## src/rtl/wb_pkg.sv

```systemverilog
// Shared types and helpers for the register-file writeback path.
package wb_pkg;

  localparam int unsigned REG_ADDR_W = 5;
  localparam int unsigned WB_XLEN    = 32;

  typedef struct packed {
    logic [REG_ADDR_W-1:0] rd;
    logic [WB_XLEN-1:0]    data;
  } wb_req_t;

  function automatic logic is_x0(input logic [REG_ADDR_W-1:0] rd);
    return rd == '0;
  endfunction

endpackage

```

## src/rtl/wb_fifo.sv

```systemverilog
// Synchronous FIFO of writeback requests for long-latency results.
module wb_fifo
  import wb_pkg::*;
#(
  parameter int unsigned Depth = 4,
  localparam int unsigned PtrW = $clog2(Depth)
) (
  input  logic          clk,
  input  logic          rst_n,
  input  logic          push_i,
  input  wb_req_t       wdata_i,
  input  logic          pop_i,
  output wb_req_t       rdata_o,
  output logic          full_o,
  output logic          empty_o,
  output logic [PtrW:0] count_o
);

  wb_req_t         mem_q [Depth];
  logic [PtrW-1:0] wptr_q, wptr_d;
  logic [PtrW-1:0] rptr_q, rptr_d;
  logic [PtrW:0]   count_q, count_d;
  logic            push_ok, pop_ok;

  assign full_o  = (count_q == (PtrW + 1)'(Depth));
  assign empty_o = (count_q == '0);
  assign count_o = count_q;
  assign rdata_o = mem_q[rptr_q];

  always_comb begin
    push_ok = push_i && !full_o;
    pop_ok  = pop_i && !empty_o;
    wptr_d  = push_ok ? wptr_q + PtrW'(1) : wptr_q;
    rptr_d  = pop_ok ? rptr_q + PtrW'(1) : rptr_q;
    count_d = count_q;
    unique case ({push_ok, pop_ok})
      2'b10:   count_d = count_q + (PtrW + 1)'(1);
      2'b01:   count_d = count_q - (PtrW + 1)'(1);
      default: count_d = count_q;
    endcase
  end

  always_ff @(posedge clk) begin
    if (!rst_n) begin
      wptr_q  <= '0;
      rptr_q  <= '0;
      count_q <= '0;
    end else begin
      wptr_q  <= wptr_d;
      rptr_q  <= rptr_d;
      count_q <= count_d;
    end
  end

  // Storage needs no reset; the count gates every read.
  always_ff @(posedge clk) begin
    if (push_ok) begin
      mem_q[wptr_q] <= wdata_i;
    end
  end

endmodule

```

## src/rtl/rf_writeback.sv

```systemverilog
// Register-file write-port arbiter: ALU results first, then queued LSU/DIV results,
// plus the pending-destination scoreboard used by issue to stall on in-flight operands.
module rf_writeback
  import wb_pkg::*;
#(
  parameter int unsigned XLEN        = 32,
  parameter int unsigned QUEUE_DEPTH = 4
) (
  input  logic                  clk,
  input  logic                  rst_n,
  input  logic                  alu_valid_i,
  input  logic [REG_ADDR_W-1:0] alu_rd_i,
  input  logic [XLEN-1:0]       alu_data_i,
  input  logic                  lsu_valid_i,
  output logic                  lsu_ready_o,
  input  logic [REG_ADDR_W-1:0] lsu_rd_i,
  input  logic [XLEN-1:0]       lsu_data_i,
  input  logic                  div_valid_i,
  output logic                  div_ready_o,
  input  logic [REG_ADDR_W-1:0] div_rd_i,
  input  logic [XLEN-1:0]       div_data_i,
  input  logic                  pend_set_i,
  input  logic [REG_ADDR_W-1:0] pend_rd_i,
  input  logic [REG_ADDR_W-1:0] rs1_addr_i,
  input  logic [REG_ADDR_W-1:0] rs2_addr_i,
  output logic                  rs1_busy_o,
  output logic                  rs2_busy_o,
  output logic                  rf_wr_en_o,
  output logic [REG_ADDR_W-1:0] rf_rd_addr_o,
  output logic [XLEN-1:0]       rf_data_o,
  output logic                  queue_full_o
);

  localparam int unsigned CntW    = $clog2(QUEUE_DEPTH) + 1;
  localparam int unsigned NumRegs = 2 ** REG_ADDR_W;

  logic            fifo_push, fifo_pop, fifo_full, fifo_empty;
  logic [CntW-1:0] fifo_count;
  wb_req_t         push_req, head_req, sel_req;
  logic            alu_wr, lsu_fire, div_fire;

  logic                  rf_wr_en_d, rf_wr_en_q;
  logic [REG_ADDR_W-1:0] rf_rd_addr_d, rf_rd_addr_q;
  logic [XLEN-1:0]       rf_data_d, rf_data_q;
  logic [NumRegs-1:0]    pend_d, pend_q, pend_set_mask, pend_clr_mask;

  // Readiness depends only on the registered count: a same-cycle pop never frees a slot.
  assign lsu_ready_o  = !fifo_full;
  assign div_ready_o  = !fifo_full && !lsu_valid_i;
  assign queue_full_o = (fifo_count == CntW'(QUEUE_DEPTH));

  always_comb begin
    lsu_fire      = lsu_valid_i && lsu_ready_o;
    div_fire      = div_valid_i && div_ready_o;
    push_req.rd   = lsu_valid_i ? lsu_rd_i : div_rd_i;
    push_req.data = lsu_valid_i ? lsu_data_i : div_data_i;
    // x0 results still handshake but are swallowed here.
    fifo_push     = (lsu_fire && !is_x0(lsu_rd_i)) || (div_fire && !is_x0(div_rd_i));
  end

  wb_fifo #(
    .Depth (QUEUE_DEPTH)
  ) u_fifo (
    .clk     (clk),
    .rst_n   (rst_n),
    .push_i  (fifo_push),
    .wdata_i (push_req),
    .pop_i   (fifo_pop),
    .rdata_o (head_req),
    .full_o  (fifo_full),
    .empty_o (fifo_empty),
    .count_o (fifo_count)
  );

  always_comb begin
    alu_wr       = alu_valid_i && !is_x0(alu_rd_i);
    fifo_pop     = !fifo_empty && !alu_wr;
    sel_req.rd   = alu_wr ? alu_rd_i : head_req.rd;
    sel_req.data = alu_wr ? alu_data_i : head_req.data;
    rf_wr_en_d   = alu_wr || fifo_pop;
    rf_rd_addr_d = rf_wr_en_d ? sel_req.rd : rf_rd_addr_q;
    rf_data_d    = rf_wr_en_d ? sel_req.data : rf_data_q;
  end

  // A set in the same cycle as a clear of the same register must win.
  always_comb begin
    pend_clr_mask = rf_wr_en_d ? (NumRegs'(1) << sel_req.rd) : '0;
    pend_set_mask = (pend_set_i && !is_x0(pend_rd_i)) ? (NumRegs'(1) << pend_rd_i) : '0;
    pend_d        = (pend_q & ~pend_clr_mask) | pend_set_mask;
  end

  always_ff @(posedge clk) begin
    if (!rst_n) begin
      rf_wr_en_q   <= 1'b0;
      rf_rd_addr_q <= '0;
      rf_data_q    <= '0;
      pend_q       <= '0;
    end else begin
      rf_wr_en_q   <= rf_wr_en_d;
      rf_rd_addr_q <= rf_rd_addr_d;
      rf_data_q    <= rf_data_d;
      pend_q       <= pend_d;
    end
  end

  assign rf_wr_en_o   = rf_wr_en_q;
  assign rf_rd_addr_o = rf_rd_addr_q;
  assign rf_data_o    = rf_data_q;

  assign rs1_busy_o = !is_x0(rs1_addr_i) && pend_q[rs1_addr_i];
  assign rs2_busy_o = !is_x0(rs2_addr_i) && pend_q[rs2_addr_i];

endmodule

```

## config.mk

```make
export PLATFORM = sky130hd
export DESIGN_NAME = rf_writeback
export DESIGN_NICKNAME = d
export VERILOG_FILES = /design/src/rtl/wb_pkg.sv /design/src/rtl/wb_fifo.sv /design/src/rtl/rf_writeback.sv
export SDC_FILE = /design/constraint.sdc
export NUM_CORES = 1
export LEC_CHECK = 0
export ABC_AREA = 1
export BUFFER_PORTS_ARGS = -buffer_cell sky130_fd_sc_hd__buf_2
export CORE_MARGIN = 3
export CORE_UTILIZATION = 56
export DETAILED_ROUTE_END_ITERATION = 10
export GPL_TIMING_DRIVEN = 0
export PLACE_DENSITY_LB_ADDON = 0.2
export SKIP_LAST_GASP = 1
export SLEW_MARGIN = 20
export SYNTH_ARGS = -nofsm -noshare
export SYNTH_HDL_FRONTEND = slang
export SYNTH_SLANG_ARGS = --single-unit
```

## constraint.sdc

```tcl
create_clock -name clk -period 4.5 [get_ports clk]
set_input_delay 0.9 -clock clk [delete_from_list [all_inputs] [get_ports clk]]
set_output_delay 0.9 -clock clk [all_outputs]
set_load 0.05 [all_outputs]
```

; After elaboration in Yosys (flattened, before gate mapping)
; Memories as Yosys holds them, arrays and structs flattened. A register that Yosys moved wholly into a read port is not among the register bits.
; Index checks and enable logic that the tools add are counted.
[totals]
register_bits = 77
mem_bits_rw = 148
mem_count = 1
[memory_table]
columns = name, depth, width, rd, rd_ports_with_merged_regs, write_ports, line_no
row1 = u_fifo.mem_q, 4, 37, 1, 1, 1, wb_fifo.sv:19  ; wb_req_t mem_q [Depth];
[op_classes]
bitwise_logic = 3
shift = 2
n_mux = 15
reduce_logical = 32
n_addsub = 4
n_lt_le_gt_ge = 2
eq_ne = 3
[ops]
columns = op, n
row1 = 32-bit two-way mux, 4
row2 = 1-bit by 5-bit left shift with 32-bit output (first input constant), 2
row3 = 32-bit bitwise AND, 1
row4 = 32-bit NOT, 1
row5 = 32-bit bitwise OR, 1
row6 = 5-bit zero test, 6
row7 = 1-bit logical AND, 12
row8 = 5-bit by 6-bit < comparator with 1-bit output (second input constant), 2
row9 = 1-bit binary-select mux with 5-bit select, 2
row10 = 1-bit zero test, 10
row11 = 5-bit two-way mux, 2
row12 = 3-bit one-hot mux with 2 select lines, 1
row13 = 2-bit by 1-bit adder with 2-bit output (second input constant), 2
row14 = 1-bit two-way mux, 4
row15 = 2-bit two-way mux, 2
row16 = 3-bit by 1-bit adder with 3-bit output (second input constant), 1
row17 = 3-bit equality test (second input constant), 1
row18 = 3-bit zero test, 1
row19 = 3-bit by 1-bit subtractor with 3-bit output (second input constant), 1
row20 = 2-bit by 1-bit equality test with 1-bit output (second input constant), 1
row21 = 2-bit equality test (second input constant), 1
row22 = 1-bit logical OR, 2
row23 = 2-bit nonzero test, 1

; Longest topological paths before layout
; Gate-level depths: netlist of the first run.
[logic_depth]
depth_word = 10
mapped_depth = 13
mapped_depth_nobuf = 12

; Cells and area by module
; From an unflattened synthesis of the first run, not the netlist that was laid out.
[hier_totals]
cells_unflattened = 1134
hier_area_um2 = 10191.0
[modules_own_cells]
columns = module, cells_each, area_each_um2, instances, seq_area_each_um2
row1 = wb_fifo, 428, 5972.0, 1, 4624.4
row2 = rf_writeback, 706, 4219.0, 1, 1401.3

; Worst setup path after synthesis of the first run
; No wires, ideal clock.
[synth_path]
path_type = input to register
from = input lsu_valid_i
to = memory u_fifo.mem_q[0][0] in the netlist's numbering, enable pin
arrival_ns = 3.105
required_ns = 4.069
slack_ns = 0.963
setup_ns = 0.431
cell_stages = 5
cell_sequence = clkbuf_1 > clkinv_1 > o21ai_0 > nand2_1 > nor2_1
[synth_between]
elab_chain_cells = 8
elab_cells_between_ends = 10
[synth_rtl]
columns = element, line_no
row1 = from (decl), rf_writeback.sv:14  ; input logic lsu_valid_i,
row2 = 1-bit zero test, rf_writeback.sv:49  ; assign div_ready_o = !fifo_full && !lsu_valid_i;
row3 = 1-bit logical AND, rf_writeback.sv:49
row4 = 1-bit logical AND, rf_writeback.sv:54  ; div_fire = div_valid_i && div_ready_o;
row5 = 1-bit logical AND, rf_writeback.sv:58  ; fifo_push = (lsu_fire && !is_x0(lsu_rd_i)) || (div_fire && !is_x0(div_rd_i));
row6 = 1-bit logical OR (*), rf_writeback.sv:58
row7 = 1-bit logical AND (*), wb_fifo.sv:31  ; push_ok = push_i && !full_o;
row8 = 1-bit two-way mux (*), wb_fifo.sv:57  ; if (push_ok) begin
row9 = 1-bit two-way mux (implied by the code) (*), wb_fifo.sv:58  ; mem_q[wptr_q] <= wdata_i;
row10 = to (decl), wb_fifo.sv:19
; Mark *: on every way between the ends. The rest lies on a longest branch, timed or not.

; Worst setup path in the final report of the first run
[layout_path]
from = input rs2_addr_i[1]
to = output rs2_busy_o
[layout_between]
elab_chain_cells = 3
elab_cells_between_ends = 5
[layout_rtl]
columns = element, line_no
row1 = from (decl), rf_writeback.sv:25  ; input logic [REG_ADDR_W-1:0] rs2_addr_i,
row2 = 1-bit binary-select mux with 5-bit select / 5-bit zero test (equally long branches), "rf_writeback.sv:111, wb_pkg.sv:13"
row3 = 1-bit two-way mux (implied by the code) / 1-bit zero test (equally long branches), rf_writeback.sv:111  ; assign rs2_busy_o = !is_x0(rs2_addr_i) && pend_q[rs2_addr_i];
row4 = 1-bit logical AND (*), rf_writeback.sv:111
row5 = to (decl), rf_writeback.sv:27  ; output logic rs2_busy_o,
; Mark *: on every way between the ends. The rest lies on a longest branch, timed or not. The select of a mux whose other input is x is not followed.

==> results of run 1 <==
-- how the worst min path moves through the flow --
stage                  to        from  depth (start not counted)
2_1_floorplan   pend_q[0]   pend_q[0]                          2
3_3_place_gp    pend_q[5]   pend_q[5]                          2
3_5_place_dp   pend_q[21]  pend_q[21]                          2
4_1_cts        pend_q[21]  pend_q[21]                          2
5_1_grt         pend_q[1]   pend_q[1]                          2
6_report       pend_q[21]  pend_q[21]                          2
-- where the power goes --
part,switching (mW),internal (mW)
logic,1.54,0.581
clock network,0.806,1.16
registers,0.113,2.60
-- per-layer routing --
metal	global-route usage [%]	vias to the layer above	part of all wire [%]	wire length [um]
met5	0	-	0	0
met4	9.24	0	2.5	748
met3	5.75	60	10	2990
met2	47.5	514	47	14000
met1	39.5	4262	40	12000
li1	-	4324	-	-
-- cell type report --
cell class	instances	area share, %
Buffer	70	2.67
Timing Repair Buffer	173	7.99
Inverter	77	2.32
Clock buffer	31	5.04
Tap cell	229	2.30
Clock inverter	13	1.23
Multi-Input combinational cell	763	30.0
Sequential cell	227	48.4
-- worst max-delay path, stage by stage --
cell and delay (ps):
clkbuf_1 260, clkbuf_1 420, o211ai_1 170, nand3_1 150, o211ai_1 90, nand3_1 70, and2_1 120, buf_2 250
-- sequential cells by signal, indices dropped and copies added, names as in the netlist, named ones only --
signal / flops
u_fifo.rptr_q: 2
pend_q: 32
u_fifo.wptr_q: 2
rf_data_o: 32
rf_wr_en_o: 1
u_fifo.count_o: 3
rf_rd_addr_o: 5
u_fifo.mem_q: 148
-- stage by stage --
stage	setup slack, ps	util, %	instance area (um2)
finish	1160	68.8	12400
global route	1050	68.8	12400
CTS	1190	68.8	12400
detailed placement	1030	64.5	11700
global placement	-625	63.4	11500
floorplan	963	-	10300
-- synth_stat cells (2+ instances only) --
master    count
a31oi_1       3
o22ai_1      17
edfxtp_1    148
o311ai_1      6
a21oi_1      88
mux2i_1       5
dfxtp_1      79
o21ai_0     102
o221ai_1      7
nand3b_1      3
nor3_1        4
inv_2         3
o211ai_1     15
clkbuf_1     45
buf_4         6
nand2_1     292
nor2_2        4
nor2_4        5
o311ai_0      2
buf_6         4
buf_1         2
buf_2        12
nor4_1        5
o21ai_1       8
inv_1        70
nand2_4       3
ha_1          5
nor2_1       77
nand3_1      81
nand4_1      15
nand2_2       7
clkinv_1      4
-- cell families (layout without fill, tap and decap cells) --
family / Yosys count / count (layout)
adder cells (fa/ha/maj): 6 / 6
buffers and inverters: 147 / 364
AND/OR/NAND/NOR: 499 / 499
multiplexers: 5 / 5
AO/OA/AOI/OAI: 253 / 253
flip-flops: 227 / 227
==> results.txt, run 1 <==
The run finished with clean final reports. Yosys mapped a number of flops with a built-in enable equal to about 150. The placed wire-length estimate came out at 21000 um.

The library cell used most frequently in the layout, excluding fill and tap cells, is nand2_1. The cell row count is 49. The routed layout has 9160 vias. The path depth of the worst reg2reg path came out at 11.

In this run the worst path has a maximum fanout of 10. In this run, post-CTS hold repair placed 0 buffers. Yosys printed 0 warnings. The worst hold-check path type is reg2reg.

Max-cap violations in this run came to 0. Clock-pin slew was measured on the worst setup and hold paths at 60 ps. The highest clock rate came out at 300 MHz. The combined global-route utilization of all metal layers is ~29%.

The async set-reset flop share out of synthesis is 0%. The number of nets produced by synthesis came out at 1275. In the layout the commonest cells are nand2_1 (292), buf_2 (179), edfxtp_1 (148). The maximum VDD drop is 0.354 mV. The completed layout was analyzed and its total power is 6.80 mW. The number of H-tree levels came out at 1. The area of the core region is ~18000 um2.

After synthesis, the netlist uses 42 different library cells. The number of endpoints with negative hold slack in the final report is 0. The wire length of the first global-routing pass is 45600 um. Dividing total power by cell area gives a power density of 547 nW/um2. The violation count after the first detailed-routing iteration came out at 945. Final hold analysis gives a worst-case slack of between 400 and 500 ps. Relative to the synthesized area, the layout overhead comes to 20.2%.

The average cell area after synthesis is 9.10 um2. The sum of overflow across all layers after global routing came out at 0. The leakage component of the power is 5.07 nW. Setup repair after global routing left no endpoint under its margin. The area enclosed by the die boundary is roughly 20000 um2. The number of instances in the synthesized netlist is 1137. The DRC violation count after routing came out at 0. The sequential cell area is 6030 um2. The number of cells in the finished layout apart from fillers is between 1500 and 2000. The x dimension of the die came out at approximately 140 um. In this run the deepest clock path goes through 3 buffers.

The data required time at the worst endpoint came out at 3600 ps. The fraction of the mapped netlist area in compound gates came out at 13.7%. The critical path starts at rs2_addr_i[1]. At the end of routability-driven placement, the weighted congestion stood at between 0.9 and 1. Entering global routing, the biggest net connects 23 pins. The count of inserted antenna diode cells came out at 0. The routed wire length per instance is 18.8 um. In this run the post-CTS setup repair buffer count came out at 0. The type of destination of the critical path is an output pin. The number of antenna violations at the first check in global routing came to 0. Multiplexer cells account for less than 1% of the synthesized area. The clock drives 227 sinks. At the later pin of the worst-skew pair, clock insertion delay measures 530 ps. Measured against its own limit, the worst slew margin works out to between 30% and 40%. Counting the buffers created by CTS gives 24. The portion of synthesized cell area occupied by the leading cell type came out at between 40 and 50%. The data arrival time of the worst path is approximately 2400 ps.

The layout cell share with drive strength beyond 1 came out at 19.2%. The vias per cell came out at 5.79. The worst setup path is launched from an input port. Sorting the synthesized cells by area gives the leading types as edfxtp_1 (43%), dfxtp_1 (15%), nand2_1 (11%), o21ai_0 (4.9%), a21oi_1 (4.3%). Summing the areas of all and, or, nand and nor instances in the mapped netlist gives 20.8% of the synthesized area. The worst register-to-register path ends at u_fifo.count_o[2]. In the final layout, the multi-input gates occupy 3730 um2.

In this run the tool buffered the top-level ports with between 150 and 200 buffer cells. Synthesis inferred 227 register bits. The filler cell count is 1463. Of all cell types, the one taking the most synthesized area is edfxtp_1.

Following the worst setup path forward leads to its endpoint at rs2_busy_o. In this run the critical register-to-register path is launched from u_fifo.count_o[2]. The number of global-route vias before repair came out at 8817.

The critical setup path kind is in2out. The max-slew violation count came out at 0. The clock root buffer is clkbuf_16. Counting I/O delays and the setup requirement, the final critical path takes 3340 ps. The worst register-to-register path has a setup slack of 1670 ps. The post-synthesis share of cell area spent on full adders, half adders and majority gates came out at 0.798%. The count of nets left with antenna violations once routing finished came out at 0. For this run, the register share of the synthesized area comes to 58.2%. Once the clock tree was built, the resizer swapped 0 gates to a different size.

The transition time at the pin with the least slew margin came out at 936 ps. The number of cells in the design after placement is approximately 1500. The final critical-path share of the clock period is 74.2%. The final clock skew came out at 29.9 ps. The most used flip-flop cell after synthesis is edfxtp_1. The final-stage net count is 1474. The largest family of logic cells by synthesized area is simple AND/OR/NAND/NOR gates.

The post-route setup TNS came out at 0 ps. The number of detailed-routing iterations run before antenna repair is 8. TritonCTS built the clock tree. The height of the die is 142 um.

The post-detailed-routing wire length came out at about 30000 um. The total standard cell area after synthesis came out at 10300 um2. The total I/O pin count is between 150 and 200. The initial core utilization came out at 57.2%. The count of final setup violators came out at 0. The synthesized netlist devotes 0% of its cell area to XOR and XNOR gates.
No activity file was read; power rests on OpenSTA's default activity.
==> inputs of run 2 (changes only) <==
CORE_UTILIZATION = 51   (was 56)
clock period = 2.95 ns   (was 4.5 ns; I/O delays follow)
==> run 2 against run 1 <==
  * Global-route usage down 2.5 points
  * Register-to-register slack got worse by 1200 ps
  * Clock skew shrank 11 ps
  * Critical path depth grew 1
  * Wire length is 0.16% higher
  * Setup slack lost 900 ps
  * Die area increased by 9.4%
  * Via count shrank 2.3%
  * Cell area shrank 0.22%
  * Final cell count up 2.0%
  * Largest cell class unchanged
==> results.txt, run 2 (synthesis results as in run 1) <==
The routability congestion estimate is 0.910 (-2.2%). The highest clock rate is about 370 MHz. The placed wire-length estimate is 21000 um (+0.36%). The flip-flop count of the largest register, all copies and words added is 148 (unchanged). The combined global-route utilization of all metal layers is 26.5% (-2.5 points). The total internal power is 6.52 mW (+50%).

The worst-case setup margin in the final layout is 257 ps (-904 ps). The number of endpoints with negative hold slack in the final report is 0 (unchanged). The path depth of the worst reg2reg path is 10 (-1).

The number of antenna violations at the first check in global routing is 0 (unchanged). The max-slew violation count came out at 0 (unchanged). The area of the core region came out at 19700 um2 (+9.0%).

The switching component of the power came out at 3.69 mW (+50%). The number of cells on the worst hold path came out at 3 (+1). The height of the die came out at 148 um (+4.6%). The number of global-route vias before repair came out at 8373 (-5.0%). The vias per cell came to 5.54 (-4.2%). The final critical-path share of the clock period is 91.3%.

The maximum VDD drop is 0.508 mV (+43%). The final-stage net count is 1471 (-0.20%). The number of gates on the worst path with buffers counted came to 9 (+1).

The cell row count was 51 (+4.1%). The count of input and output buffers came to 167 (unchanged). The layout cell share with drive strength beyond 1 came to 19.0% (-0.24 points). The maximum number of pins on one net before global-route repair is 24 (+4.3%). The worst setup path is captured at an output pin.

The x dimension of the die is 148 um (+4.6%). The worst setup path is launched from an input port. The area enclosed by the die boundary is 22000 um2 (+9.4%).

The leakage component of the power came out at 5.04 nW (-0.57%). The final clock skew came out at 19.0 ps (-10.9 ps). The worst register-to-register path begins at u_fifo.count_o[1]. The latest clock arrival within the worst-skew pair is 530 ps (about the same). The count of final setup violators is 0 (unchanged). The clock slew seen by the registers of the worst setup and hold paths came to 60 ps (about the same). The relative contribution of sequential cells to total power is 40.6% (+0.7 points).

The post-route setup TNS is 0 ps (unchanged). The placement-stage worst setup slack is -206 ps (-1240 ps). The wire length of the first global-routing pass came out at 45600 um (about the same). The DRC violation count after routing was 0 (unchanged). The relative area change from synthesis to final layout is 19.9%.

In this run the most critical hold path is launched from alu_data_i[8]. The relative max-transition margin is 34.8% (-2.8 points). The end-of-flow core utilization came out at 62.9% (-5.8 points).

The part of the total power dissipated in the clock network came out at 28.3% (-0.6 points). The switching share of power came out at 36.2% (about the same). The worst setup path is of the in2out kind. The min-delay analysis places its worst path in the category in2reg. The sum of overflow across all layers after global routing was 0 (unchanged). The total I/O pin count came out at 175 (unchanged). The number of buffers added to fix hold violations after cts came out at 0 (unchanged).

The number of buffers on the longest clock path is 3 (unchanged). The number of H-tree levels came out at 1 (unchanged). The flow ran to the end, and the final reports show no timing, DRC or antenna violations. The kind of cell adding the most delay to the critical path is buffers and inverters.

The maximum fanout encountered on the critical timing path came out at 10 (unchanged). The peak per-stage delay on the critical path is 390 ps (-30 ps). The data arrival time of the worst path was 2100 ps (-340 ps). The total design power is 10.2 mW (+50%). Tracing the worst setup path back leads to its startpoint at rs1_addr_i[1].

The critical path goes through clkbuf_1, clkbuf_1, o211ai_1, nand3_1, nand3_1, nand2_1, nor2_1, a21oi_1, buf_2. The post-route antenna net violation count is 0 (unchanged). The violation count after the first detailed-routing iteration came out at 863 (-8.7%). The initial core utilization came to 52.5% (-4.7 points).

The clock root buffer is clkbuf_16. The slowest stage of the critical path is the clkbuf_1 cell. The routed wire length per instance came out at 18.4 um (-1.8%). The transition time at the pin with the least slew margin is 978 ps (+42.1 ps). The total power per unit cell area is 822 nW/um2 (+50%). The combinational share of power is 31.1% (about the same).

The count of buffer and inverter cells on the critical path came out at 3 (unchanged). The library cells used most frequently in the layout, excluding fill and tap cells, are nand2_1 (292), buf_2 (179), edfxtp_1 (148). The reported max-cap violation count is 0 (unchanged). The final critical path time including I/O delays and setup is approximately 2700 ps. The data required time at the worst endpoint is 2360 ps (-1240 ps). The number of buffers created by CTS came to 23 (-4.2%). The post-cts resize count came out at 0 (unchanged). TritonCTS built the clock tree. The total number of clock tree sinks was 227 (unchanged). The count of inserted antenna diode cells was 0 (unchanged). The number of buffers inserted by post-CTS setup repair came out at 0 (unchanged). The most common library cell in the layout ignoring fill and taps is nand2_1.

The number of detailed-routing iterations run before antenna repair is 5 (-3). The number of vias after detailed routing is 8950 (-2.3%). The top register by number of flip-flops is u_fifo.mem_q.

Setup repair after global routing left no endpoint under its margin. The post-detailed-routing wire length came to 29700 um (+0.16%).
-- run 2: layout make-up --
class | instances | area, um2
fillers | 1661 | 7310
flip-flops and latches | 227 | 6030
multi-input cells | 763 | 3740
repair buffers | 172 | 958
clock buffers | 37 | 652
well taps | 265 | 332
plain buffers | 69 | 328
inverters | 77 | 289
clock inverters | 5 | 88.8
-- run 2: per-layer routing --
metal / GRT usage, % / up-vias / wire [um]
met5: 0 / - / 0
met2: 42.3 / 424 / 13700
met4: 7.02 / 0 / 597
li1: - / 4310 / -
met1: 37.5 / 4175 / 12600
met3: 5.18 / 41 / 2880
-- run 2: worst paths after layout --
kind,end,slack (ps)
max,rs1_busy_o,260
min,rf_data_o[8],310
max reg2reg,u_fifo.count_o[2],480
min reg2reg,rf_data_o[25],470
-- run 2: worst register-to-register path, delay by kind of cell, from the launching register on --
family	cells	cell delay, ps
AOI/OAI and AO/OA	5	530
buffers and inverters	1	70
adders and majority gates	2	650
DFF	1	330
and+or+nand+nor	2	780
-- run 2: power by group through the flow --
stage,sequential [mW],clock (mW),combinational (mW)
after floorplan,4.69,0,1.61
after global placement,4.23,0,2.99
after detailed placement,4.20,0,3.15
after CTS,4.14,2.90,3.16
after global routing,4.18,3.05,3.44
final,4.14,2.89,3.17
-- run 2: stage by stage --
stage,hold WS (ps),cells,instance area [um2]
final,312,1615,12400
after floorplan,422,1137,10400
after CTS,305,1616,12400
after detailed placement,462,1574,11700
after global routing,312,1615,12400
after global placement,451,1569,11500
==> inputs of run 3 (changes only) <==
CELL_PAD_IN_SITES_DETAIL_PLACEMENT = 1   (was unset)
CELL_PAD_IN_SITES_GLOBAL_PLACEMENT = 1   (was unset)
CORE_ASPECT_RATIO = 1.1   (was unset)
CORE_UTILIZATION = 33   (was 51)
==> run 3 against run 2 <==
  * Setup slack worse by 120 ps
  * Total power up 6.2%
  * Global-route usage down 5.8 points
  * Clock skew down 5.4 ps
  * Cell area up 2.8%
  * Flip-flop and latch count unchanged
  * Via count up 0.11%
  * Maximum frequency down 4.3%
  * Final cell count up 9.8%
  * Worst hold slack better by 16 ps
  * Die area up 52%
  * Critical path type unchanged
  * Largest cell class unchanged
==> results.txt, run 3 (synthesis results as in run 1) <==
The violation count after the first detailed-routing iteration came out at 578 (-33%). The count of final setup violators came out at 0 (unchanged). The critical path's most frequent cell is o21ai_0.

The layout cell share with drive strength beyond 1 is 19.9% (+0.93 points). The vias per cell came out at 5.05 (-8.8%). The initial core utilization came out at 33.7% (-19 points).

The wire length of the first global-routing pass came out at 53400 um (+17%). The total power per unit cell area came out at 849 nW/um2 (+3.3%). The routability congestion estimate came out at 0.870 (-4.4%). The max-slew violation count came out at 0 (unchanged).

TritonCTS built the clock tree. The number of detailed-routing iterations run before antenna repair is 5 (unchanged). The final critical path time including I/O delays and setup is 2810 ps (+121 ps). The post-detailed-routing wire length came out at 35500 um (+19%). Leaving out fill and tap cells, the most frequent cell in the layout is nand2_1. The path depth of the worst reg2reg path is 10 (unchanged).

The maximum VDD drop is 0.356 mV (-30%). The total number of clock tree sinks came out at 227 (unchanged). The number of cells on the worst hold path is 3 (unchanged). The placement-stage worst setup slack came out at -339 ps (-133 ps). The number of global-route vias before repair was 9234 (+10%). The highest clock rate was 355 MHz (-4.3%).

The latest clock arrival within the worst-skew pair came to 520 ps (about the same). The post-cts resize count came out at 0 (unchanged). The count of input and output buffers came out at 167 (unchanged). The count of buffer and inverter cells on the critical path came out at 3 (unchanged).

The flip-flop count of the largest register, all copies and words added is 148 (unchanged). The cell area after layout is 12800 um2 (+2.8%). The final-stage net count is 1475 (+0.27%). The relative max-transition margin was 42.9% (+8.1 points). The maximum number of pins on one net before global-route repair is 23 (-4.2%). The number of cells in the finished layout apart from fillers came to 1773 (+9.8%). The critical path startpoint category is an input port. The number of buffers created by CTS is 26 (+13%).

The DRC violation count after routing came out at 0 (unchanged). The clock slew seen by the registers of the worst setup and hold paths came out at 60 ps (about the same). The number of vias after detailed routing is 8960 (+0.11%).

u_fifo.mem_q holds more flip-flops than any other register. The data required time at the worst endpoint came out at 2360 ps (about the same). The post-route setup TNS is 0 ps (unchanged). The clock root buffer is clkbuf_16. The height of the die was 192 um (+29%). The placed wire-length estimate came out at 25800 um (+23%). The maximum fanout encountered on the critical timing path came to 10 (unchanged). Among cell families on the critical path, the largest total delay comes from buffers and inverters. The area of the core region is 30700 um2 (+56%). The reported max-cap violation count is 0 (unchanged). The area enclosed by the die boundary was 33500 um2 (+52%). The number of H-tree levels is 1 (unchanged). The flow ran to the end, and the final reports show no timing, DRC or antenna violations. The number of gates on the worst path with buffers counted came out at 10 (+1).

The leakage component of the power is 5.11 nW (+1.4%). The number of buffers added to fix hold violations after cts came out at 0 (unchanged). The final clock skew came out at 13.5 ps (-5.45 ps). The post-route antenna net violation count is 0 (unchanged). The critical path in this run is classified as in2out.

Setup repair after global routing left no endpoint under its margin. The number of buffers inserted by post-CTS setup repair came out at 0 (unchanged). Among all stages on the critical path, the largest delay is contributed by clkbuf_1. The worst setup path is captured at an output pin. The top cell types in the final layout, fill and taps aside, are nand2_1 (291), buf_2 (179), edfxtp_1 (148). The final critical-path share of the clock period is 95.4% (+4.1 points). The relative area change from synthesis to final layout is 23.3%.

The data arrival time of the worst path is 2220 ps (+120 ps). The signal on the critical path passes through buf_2, clkbuf_1, o21ai_0, o21ai_0, o21ai_0, nand2_1, nand3_1, nand3b_1, and2_1, buf_2. The worst-case setup margin in the final layout is 136 ps (-121 ps). The worst hold-check path type is in2reg. The x dimension of the die came to 175 um (+18%). The routed wire length per instance is 20.0 um (+8.8%).

The placement-stage cell area came out at 11900 um2 (+1.5%). The combined global-route utilization of all metal layers came to 20.7% (-5.8 points). The transition time at the pin with the least slew margin is 856 ps (-122 ps). The total I/O pin count came out at 175 (unchanged). The number of cells in the design after placement was 1723 (+9.5%). The cell row count was 67 (+31%). The number of antenna violations at the first check in global routing came out at 2 (+2).

The sum of overflow across all layers after global routing is 0 (unchanged). The peak per-stage delay on the critical path is 390 ps (about the same). The number of buffers on the longest clock path came out at 3 (unchanged).

The number of endpoints with negative hold slack in the final report came out at 0 (unchanged).
==> run 3: changes by cell type in the layout (fill, tap and decap cells not counted), sizes merged <==
| cell | delta |
|---|---|
| clkinvlp | +5 |
| clkbuf | -9 |
| diode | +2 |
| bufinv | +2 |
| clkinv | +9 |
==> run 3: area by class of cell <==
cell class / count / area (um2)
plain buffers: 70 / 333
clock buffers: 27 / 676
inverters: 77 / 289
flip-flops and latches: 227 / 6030
fillers: 3711 / 17900
multi-input cells: 763 / 3740
clock inverters: 21 / 226
well taps: 414 / 518
diodes: 2 / 5.00
repair buffers: 172 / 951
==> run 3: final timing paths <==
kind | from | end | slack (ps)
hold / removal | alu_data_i[6] | rf_data_o[6] | 330
hold reg to reg | pend_q[5] | pend_q[5] | 470
setup reg to reg | u_fifo.count_o[1] | u_fifo.count_o[2] | 540
setup / recovery | rs2_addr_i[0] | rs2_busy_o | 140
==> run 3: through the flow <==
step | total power, mW | utilization, % | hold slack (ps)
floorplan | 6.30 | - | 422
CTS | 10.9 | 41.6 | 310
detailed placement | 7.55 | 38.6 | 461
finish | 10.8 | 41.6 | 328
global placement | 7.41 | 38.2 | 451
global route | 11.4 | 41.6 | 331
==> run 3: per-layer routing <==
layer,global-route usage (%),vias to the layer above,part of all wire (%),wire (um)
met5,0,-,0,0
met4,6.08,0,2.5,890
met3,2.75,51,4.6,1640
met2,37.9,221,51,18000
met1,25.4,4365,42,15000
li1,-,4323,-,-
==> run 3: worst min-delay path: stages <==
cell and delay [ps]:
buf_2 100, nand2_1 60, a21oi_1 60
==> run 3: power breakdown <==
part           switching [mW]  internal, mW
clock network            1.34          2.02
registers               0.206          3.97
logic                    2.44         0.864
total                    3.99          6.85
